`src/rtl/sram_pkg.sv`:
```
// Shared types and defaults for the two-requester SRAM arbiter.
package sram_pkg;

    typedef enum logic {
        OWN_CPU = 1'b0,
        OWN_DMA = 1'b1
    } owner_e;

    localparam int ADDR_W_DEF = 16;
    localparam int DATA_W_DEF = 16;
    localparam int CNT_W      = 16;
    localparam int BURST_W    = 4;

endpackage

```
`src/rtl/sram_arb_sel.sv`:
```
// Grant selection: last owner and burst tracking, tie policy.
// SRAM_ARB_RR_EN selects burst-limited round robin; default is CPU priority.
module sram_arb_sel
    import sram_pkg::*;
#(
    parameter int MAX_BURST = 4
) (
    input  logic clk,
    input  logic rst,
    input  logic cpu_req,
    input  logic dma_req,
    output logic cpu_sel,
    output logic dma_sel
);

    localparam logic [BURST_W-1:0] MAXB = BURST_W'(MAX_BURST);

    owner_e               last_q, last_d;
    logic [BURST_W-1:0]   burst_q, burst_d;
    owner_e               own;

    always_comb begin
        cpu_sel = 1'b0;
        dma_sel = 1'b0;
        if (rst) begin
            if (cpu_req && dma_req) begin
`ifdef SRAM_ARB_RR_EN
                // A zero count means no history yet, so the tie goes away from last_owner
                if (burst_q == '0 || burst_q >= MAXB) begin
                    cpu_sel = (last_q == OWN_DMA);
                    dma_sel = (last_q == OWN_CPU);
                end else begin
                    cpu_sel = (last_q == OWN_CPU);
                    dma_sel = (last_q == OWN_DMA);
                end
`else
                cpu_sel = 1'b1;
`endif
            end else begin
                cpu_sel = cpu_req;
                dma_sel = dma_req;
            end
        end
    end

    always_comb begin
        last_d  = last_q;
        burst_d = burst_q;
        own     = cpu_sel ? OWN_CPU : OWN_DMA;
        if (cpu_sel || dma_sel) begin
            if (own == last_q && burst_q != '0) begin
                if (burst_q < MAXB) burst_d = burst_q + 1'b1;
            end else begin
                last_d  = own;
                burst_d = BURST_W'(1);
            end
        end
    end

    always_ff @(posedge clk or negedge rst) begin
        if (!rst) begin
            last_q  <= OWN_DMA;
            burst_q <= '0;
        end else begin
            last_q  <= last_d;
            burst_q <= burst_d;
        end
    end

endmodule

```
`src/rtl/sram_arbiter.sv`:
```
// Two-requester (CPU, DMA) arbiter for a single-port synchronous SRAM.
// Tie policy set by SRAM_ARB_RR_EN (see sram_arb_sel).
module sram_arbiter
    import sram_pkg::*;
#(
    parameter int ADDR_W    = ADDR_W_DEF,
    parameter int DATA_W    = DATA_W_DEF,
    parameter int MAX_BURST = 4
) (
    input  logic              clk,
    input  logic              rst,
    input  logic              cpu_req,
    input  logic              cpu_we,
    input  logic [ADDR_W-1:0] cpu_addr,
    input  logic [DATA_W-1:0] cpu_wdata,
    output logic              cpu_gnt,
    output logic              cpu_rvalid,
    output logic [DATA_W-1:0] cpu_rdata,
    input  logic              dma_req,
    input  logic              dma_we,
    input  logic [ADDR_W-1:0] dma_addr,
    input  logic [DATA_W-1:0] dma_wdata,
    output logic              dma_gnt,
    output logic              dma_rvalid,
    output logic [DATA_W-1:0] dma_rdata,
    output logic [ADDR_W-1:0] mem_addr,
    output logic [DATA_W-1:0] mem_wdata,
    output logic              mem_we,
    input  logic [DATA_W-1:0] mem_rdata,
    output logic [CNT_W-1:0]  conflict_cnt
);

    logic             cpu_rd_q, cpu_rd_d;
    logic             dma_rd_q, dma_rd_d;
    logic [CNT_W-1:0] cnt_q, cnt_d;
    logic             refused;

    sram_arb_sel #(
        .MAX_BURST (MAX_BURST)
    ) u_sel (
        .clk     (clk),
        .rst     (rst),
        .cpu_req (cpu_req),
        .dma_req (dma_req),
        .cpu_sel (cpu_gnt),
        .dma_sel (dma_gnt)
    );

    always_comb begin
        mem_addr  = '0;
        mem_wdata = '0;
        mem_we    = 1'b0;
        if (cpu_gnt) begin
            mem_addr  = cpu_addr;
            mem_wdata = cpu_wdata;
            mem_we    = cpu_we;
        end else if (dma_gnt) begin
            mem_addr  = dma_addr;
            mem_wdata = dma_wdata;
            mem_we    = dma_we;
        end
    end

    // One pending-read flag per requester routes the next-cycle SRAM data
    always_comb begin
        cpu_rd_d = cpu_gnt && !cpu_we;
        dma_rd_d = dma_gnt && !dma_we;
        refused  = (cpu_req && !cpu_gnt) || (dma_req && !dma_gnt);
        cnt_d    = cnt_q;
        if (refused && cnt_q != '1) cnt_d = cnt_q + 1'b1;
    end

    always_ff @(posedge clk or negedge rst) begin
        if (!rst) begin
            cpu_rd_q <= 1'b0;
            dma_rd_q <= 1'b0;
            cnt_q    <= '0;
        end else begin
            cpu_rd_q <= cpu_rd_d;
            dma_rd_q <= dma_rd_d;
            cnt_q    <= cnt_d;
        end
    end

    assign cpu_rvalid   = cpu_rd_q;
    assign dma_rvalid   = dma_rd_q;
    assign cpu_rdata    = cpu_rd_q ? mem_rdata : '0;
    assign dma_rdata    = dma_rd_q ? mem_rdata : '0;
    assign conflict_cnt = cnt_q;

endmodule

```
`config.mk`:
```
export PLATFORM = sky130hd
export DESIGN_NAME = sram_arbiter
export DESIGN_NICKNAME = d
export VERILOG_FILES = /design/src/rtl/sram_pkg.sv /design/src/rtl/sram_arb_sel.sv /design/src/rtl/sram_arbiter.sv
export SDC_FILE = /design/constraint.sdc
export NUM_CORES = 1
export LEC_CHECK = 0
export ABC_CLOCK_PERIOD_IN_PS = 3350
export CAP_MARGIN = 20
export CORE_AREA = 2 2 74 76
export DETAILED_ROUTE_END_ITERATION = 16
export DIE_AREA = 0 0 76 78
export PLACE_DENSITY = 0.84
export SETUP_SLACK_MARGIN = 0.15
export SLEW_MARGIN = 20
export SYNTH_ARGS = -nofsm -noshare
export SYNTH_HDL_FRONTEND = slang
export SYNTH_SLANG_ARGS = --single-unit
```
`constraint.sdc`:
```
create_clock -name clk -period 3.35 [get_ports clk]
set_clock_uncertainty 0.15 [all_clocks]
set_input_delay 1.005 -clock clk [delete_from_list [all_inputs] [get_ports clk]]
set_output_delay 1.005 -clock clk [all_outputs]
set_load 0.1 [all_outputs]
```
**Yosys cells after proc, flatten, opt, wreduce, memory -nomap -nowiden**

Cells that the tools add are included.

- Word-level logic and storage cells: 28
- Register bits after elaboration: 18
- Input port bits: 86

- Eq/ne operators: 1
- Add/sub/neg operators: 1
- Mux-type cells: 12
- Reduce and logical (&&, ||, !) cells: 11

Operators with widths:

| cell | count |
|---|---|
| $mux 16 | 6 |
| $add 16x1->16 const B | 1 |
| $ne 16x16->1 const B | 1 |
| $logic_and 1x1->1 | 6 |
| $mux 1 | 6 |
| $logic_not 1->1 | 4 |
| $logic_or 1x1->1 | 1 |

**Logic depth before layout (Yosys ltp)**

- Depth after elaboration: 7
- Gate-level depth with buffers: 5
- Gate-level depth less buffers: 5

**Cells and area by module**

Synthesis repeated with hierarchy kept, for this count alone.

- Cell total of the unflattened synthesis: 152
- Area total of the unflattened synthesis: 1,462.7 µm²

By module, submodules not included:

| module | cells each | area an instance (µm²) | sequential area each (µm²) | times used |
|---|---|---|---|---|
| sram_arbiter | 150 | 1,446.4 | 450.4 | 1 |
| sram_arb_sel | 2 | 16.3 | 0.0 | 1 |

**Worst setup path before layout**

Ideal clock, no wire load.

- Path kind: input to output
- Start: input rst
- End: output mem_addr[10]
- Arrival time: 3,302 ps
- Required time: 2,195 ps
- Setup slack: -1,107 ps
- Cell stages on the path: 4
- Cells stage by stage: nand2_1 nor2_1 clkbuf_1 a22o_1

- Word-level cells in the longest chain between the ends: 3

Ends and longest elaborated chain:

| item | line | RTL |
|---|---|---|
| start: declaration | sram_arbiter.sv:11 | `input logic rst,` |
| $mux 1 | sram_arb_sel.sv:25 | `if (rst) begin` |
| net dma_gnt | sram_arbiter.sv:23 | `output logic dma_gnt,` |
| $mux 16 | sram_arbiter.sv:57 | `end else if (dma_gnt) begin` |
| $mux 16 | sram_arbiter.sv:53 | `if (cpu_gnt) begin` |
| end: declaration | sram_arbiter.sv:26 | `output logic [ADDR_W-1:0] mem_addr,` |

The timed path passes the listed nets, and every way through them passes these cells.

**Worst setup path after layout**

- Start: input rst
- End: output mem_wdata[12]

- Word-level cells in the longest chain between the ends: 3

Ends and longest elaborated chain:

| item | line | RTL |
|---|---|---|
| $mux 1 | sram_arb_sel.sv:25 |  |
| $mux 16 | sram_arbiter.sv:57 |  |
| $mux 16 * | sram_arbiter.sv:53 |  |
| end: declaration | sram_arbiter.sv:27 | `output logic [DATA_W-1:0] mem_wdata,` |

Every way passes the cells marked *; elsewhere a longest branch is shown, timed or not.

==> impl_metrics.toml <==
[worst_setup_path]
arrival_ps = 2000
crit_required_ps = 2190
start_kind = "primary input"
worstSetupPathType = "in -> out"
cp-end-kind = "output port"
r2r_setup_slack_ps = 1310
crit_fanout = 5
r2r_start = "conflict_cnt[0]$_DFFE_PN0P_"
rr_endpoint = "conflict_cnt[1]$_DFFE_PN0P_"
r2r_cells = 5

[placement]
dp_hpwl_um = 6380
io_buffer_count = 170
place_area_mm2 = 0.00400
gp_congestion = 0.824

[die]
die-width_um = 76
placementRows = 26
start_util_pct = 28.4
die_area_mm2 = 0.00593
core_mm2 = 0.00504
ios = 171
die_h_um = 78

[clocking]
htreeDepth = 1
numClockSinks = 18
cts_tree = "done"
cts.clk_slew.worst_paths_ps = 60
root_buffer = "clkbuf_8"
clock_path_buffers = 2
insertion_delay_ps = 260
cts_buffers = 3
postCtsHoldBufs = 0

[synthesis]
synth-main-ff-cell = "dfrtp_1"
synthCells = 156
syn_area_mm2 = 0.00143
ys_seq_elements = 18
syn_nets = 243
syn_area_per_cell_um2 = 9.17
synth_common_cells = "a22o_1, and2_1, dfrtp_1, xor2_1, clkbuf_1"
synth.distinct_cells = 31
synth_top_area_cell = "dfrtp_1"
yosysWarnings = 0
synth_top_area_share_pct = 31.5
synth_edf_count = 0
synth-async-reset-ratio_pct = 100
synthTopCellsByArea = "dfrtp_1, a22o_1, and2_1"
yosysSeqAreaShare_pct = 31.5

[cells_and_area]
utilization_pct = 86.8
fill_cells = 220
area_growth_pct = 206
regArea_um2 = 450
antenna_cells = 0
multiInputGateArea_mm2 = 0.00122
stdcell_area_mm2 = 0.00438
drive_above_1_share_pct = 44.8
finish.net_count = 424

[global_routing]
grt_max_degree = 20
gr-total-overflow = 0
grt_pass1_vias = 2295
antenna_found_initial = 0
grtUsageTotal_pct = 30.6
grt_pass1_wl_um = 13600

[route]
drtAntennaViolNets = 0
num_vias = 2063
wl_per_cell_um = 22.7
via_per_inst = 5.09
drt_iter0_drc = 63
drc = 0
routed_wl_um = 9170
first_pass_iters = 4

[power_and_ir_drop]
peakVddDrop_mv = 0.702
p_per_area_mw_per_mm2 = 410
p_leak_nw = 1.92

[timing]
finalHoldViolCount = 0
fin_crit_sh_pct = 94.1
period_needed_ps = 3150
setup_viol = 0
rsz0062_at_grt = "no"
slew_viol_final = 0
slew-limit-headroom_pct = 59.1
holdWs_ps = 353
worst_slew_pin_slew_ps = 609
timing.fmax_mhz = 317

[status]
outcome = "complete, no violations"

[min_path]
min_path_type = "reg -> reg"
whs_path_depth = 1
hold_start = "conflict_cnt[6]$_DFFE_PN0P_"
min_to = "conflict_cnt[6]$_DFFE_PN0P_"

[flow_run]
cap_violations = 0
==> critical path, cell delays in order <==
cell	delay (ps)
buf_2	120
nand2_2	100
nor2_4	50
buf_8	140
buf_16	140
a22o_2	270
buf_12	170
==> state kept, by name, indices dropped and copies added (netlist names) <==
signal	cells
cpu_rvalid	1
conflict_cnt	16
dma_rvalid	1
==> metrics by stage <==
| stage | TNS, ps | setup slack, ps | std cells | total power, W |
|---|---|---|---|---|
| global placement | -3620 | -139 | 394 | 0.00157 |
| global route | 0 | 158 | 405 | 0.00185 |
| finish | 0 | 197 | 405 | 0.00179 |
| detailed placement | -3950 | -138 | 394 | 0.00158 |
| floorplan | 0 | 33.8 | 156 | 0.00116 |
| CTS | 0 | 137 | 405 | 0.00177 |
==> cells in the final DEF (no fill, tap or decap), drive strengths merged, types with 2 or more instances in the layout <==
cell           instances
nand3                  5
nor4                   7
dfrtp                 18
nor2                   3
nand2                  7
clkbuf                 4
a22o                  33
inv                    2
buf                  103
clkdlybuf4s50         82
xor2                  13
mux2                   2
nand3b                 2
nand4                  3
nor3                   6
and4                   2
and2                  33
==> power breakdown <==
group	leakage (nW)	total, W	switching, W	internal [W]
registers	0.223	0.000362	0.0000862	0.000276
logic	1.67	0.00128	0.000874	0.000408
clock network	0.0216	0.000150	0.0000697	0.0000800
==> kinds of logic (layout without fill, tap and decap cells) <==
| group | after synthesis | count (layout) | synth area share, % |
|---|---|---|---|
| AO/OA/AOI/OAI | 33 | 33 | 20.2 |
| XOR/XNOR | 14 | 14 | 8.57 |
| adder cells (fa/ha/maj) | 2 | 2 | 1.66 |
| buffers and inverters | 12 | 191 | 3.67 |
| flip-flops | 18 | 18 | 31.5 |
| multiplexers | 2 | 2 | 1.57 |
| AND/OR/NAND/NOR | 75 | 75 | 32.8 |
==> area by class of cell <==
cell class	instances	area share (%)
Clock buffer	3	0.943
Inverter	2	0.172
Multi-Input combinational cell	126	27.9
Sequential cell	18	10.3
Tap cell	70	2.00
Timing Repair Buffer	186	58.7
==> worst max path at each step <==
| stage | startpoint | slack, ps | end | cells past startpoint |
|---|---|---|---|---|
| after global placement | rst | -140 | mem_addr[15] | 6 |
| after floorplan | rst | 30 | mem_addr[0] | 4 |
| after global routing | rst | 160 | mem_wdata[12] | 7 |
| after CTS | rst | 140 | mem_addr[2] | 7 |
| final | rst | 200 | mem_wdata[12] | 7 |
| after detailed placement | rst | -140 | mem_addr[15] | 6 |
==> timing repair <==
| action | CTS | global route |
|---|---|---|
| cloned | 5 | 0 |
| setup buffers | 3 | 0 |
| gates resized for setup | 38 | 6 |
| setup endpoints to repair | 35 | 34 |
| pin swaps | 12 | 1 |
==> layer usage <==
layer	global-route usage (%)	wire length [um]
met5	0	0
met1	30.2	3030
met4	13.1	368
met3	6.51	536
met2	61.0	5240
Power figures use the tool's default switching activity.
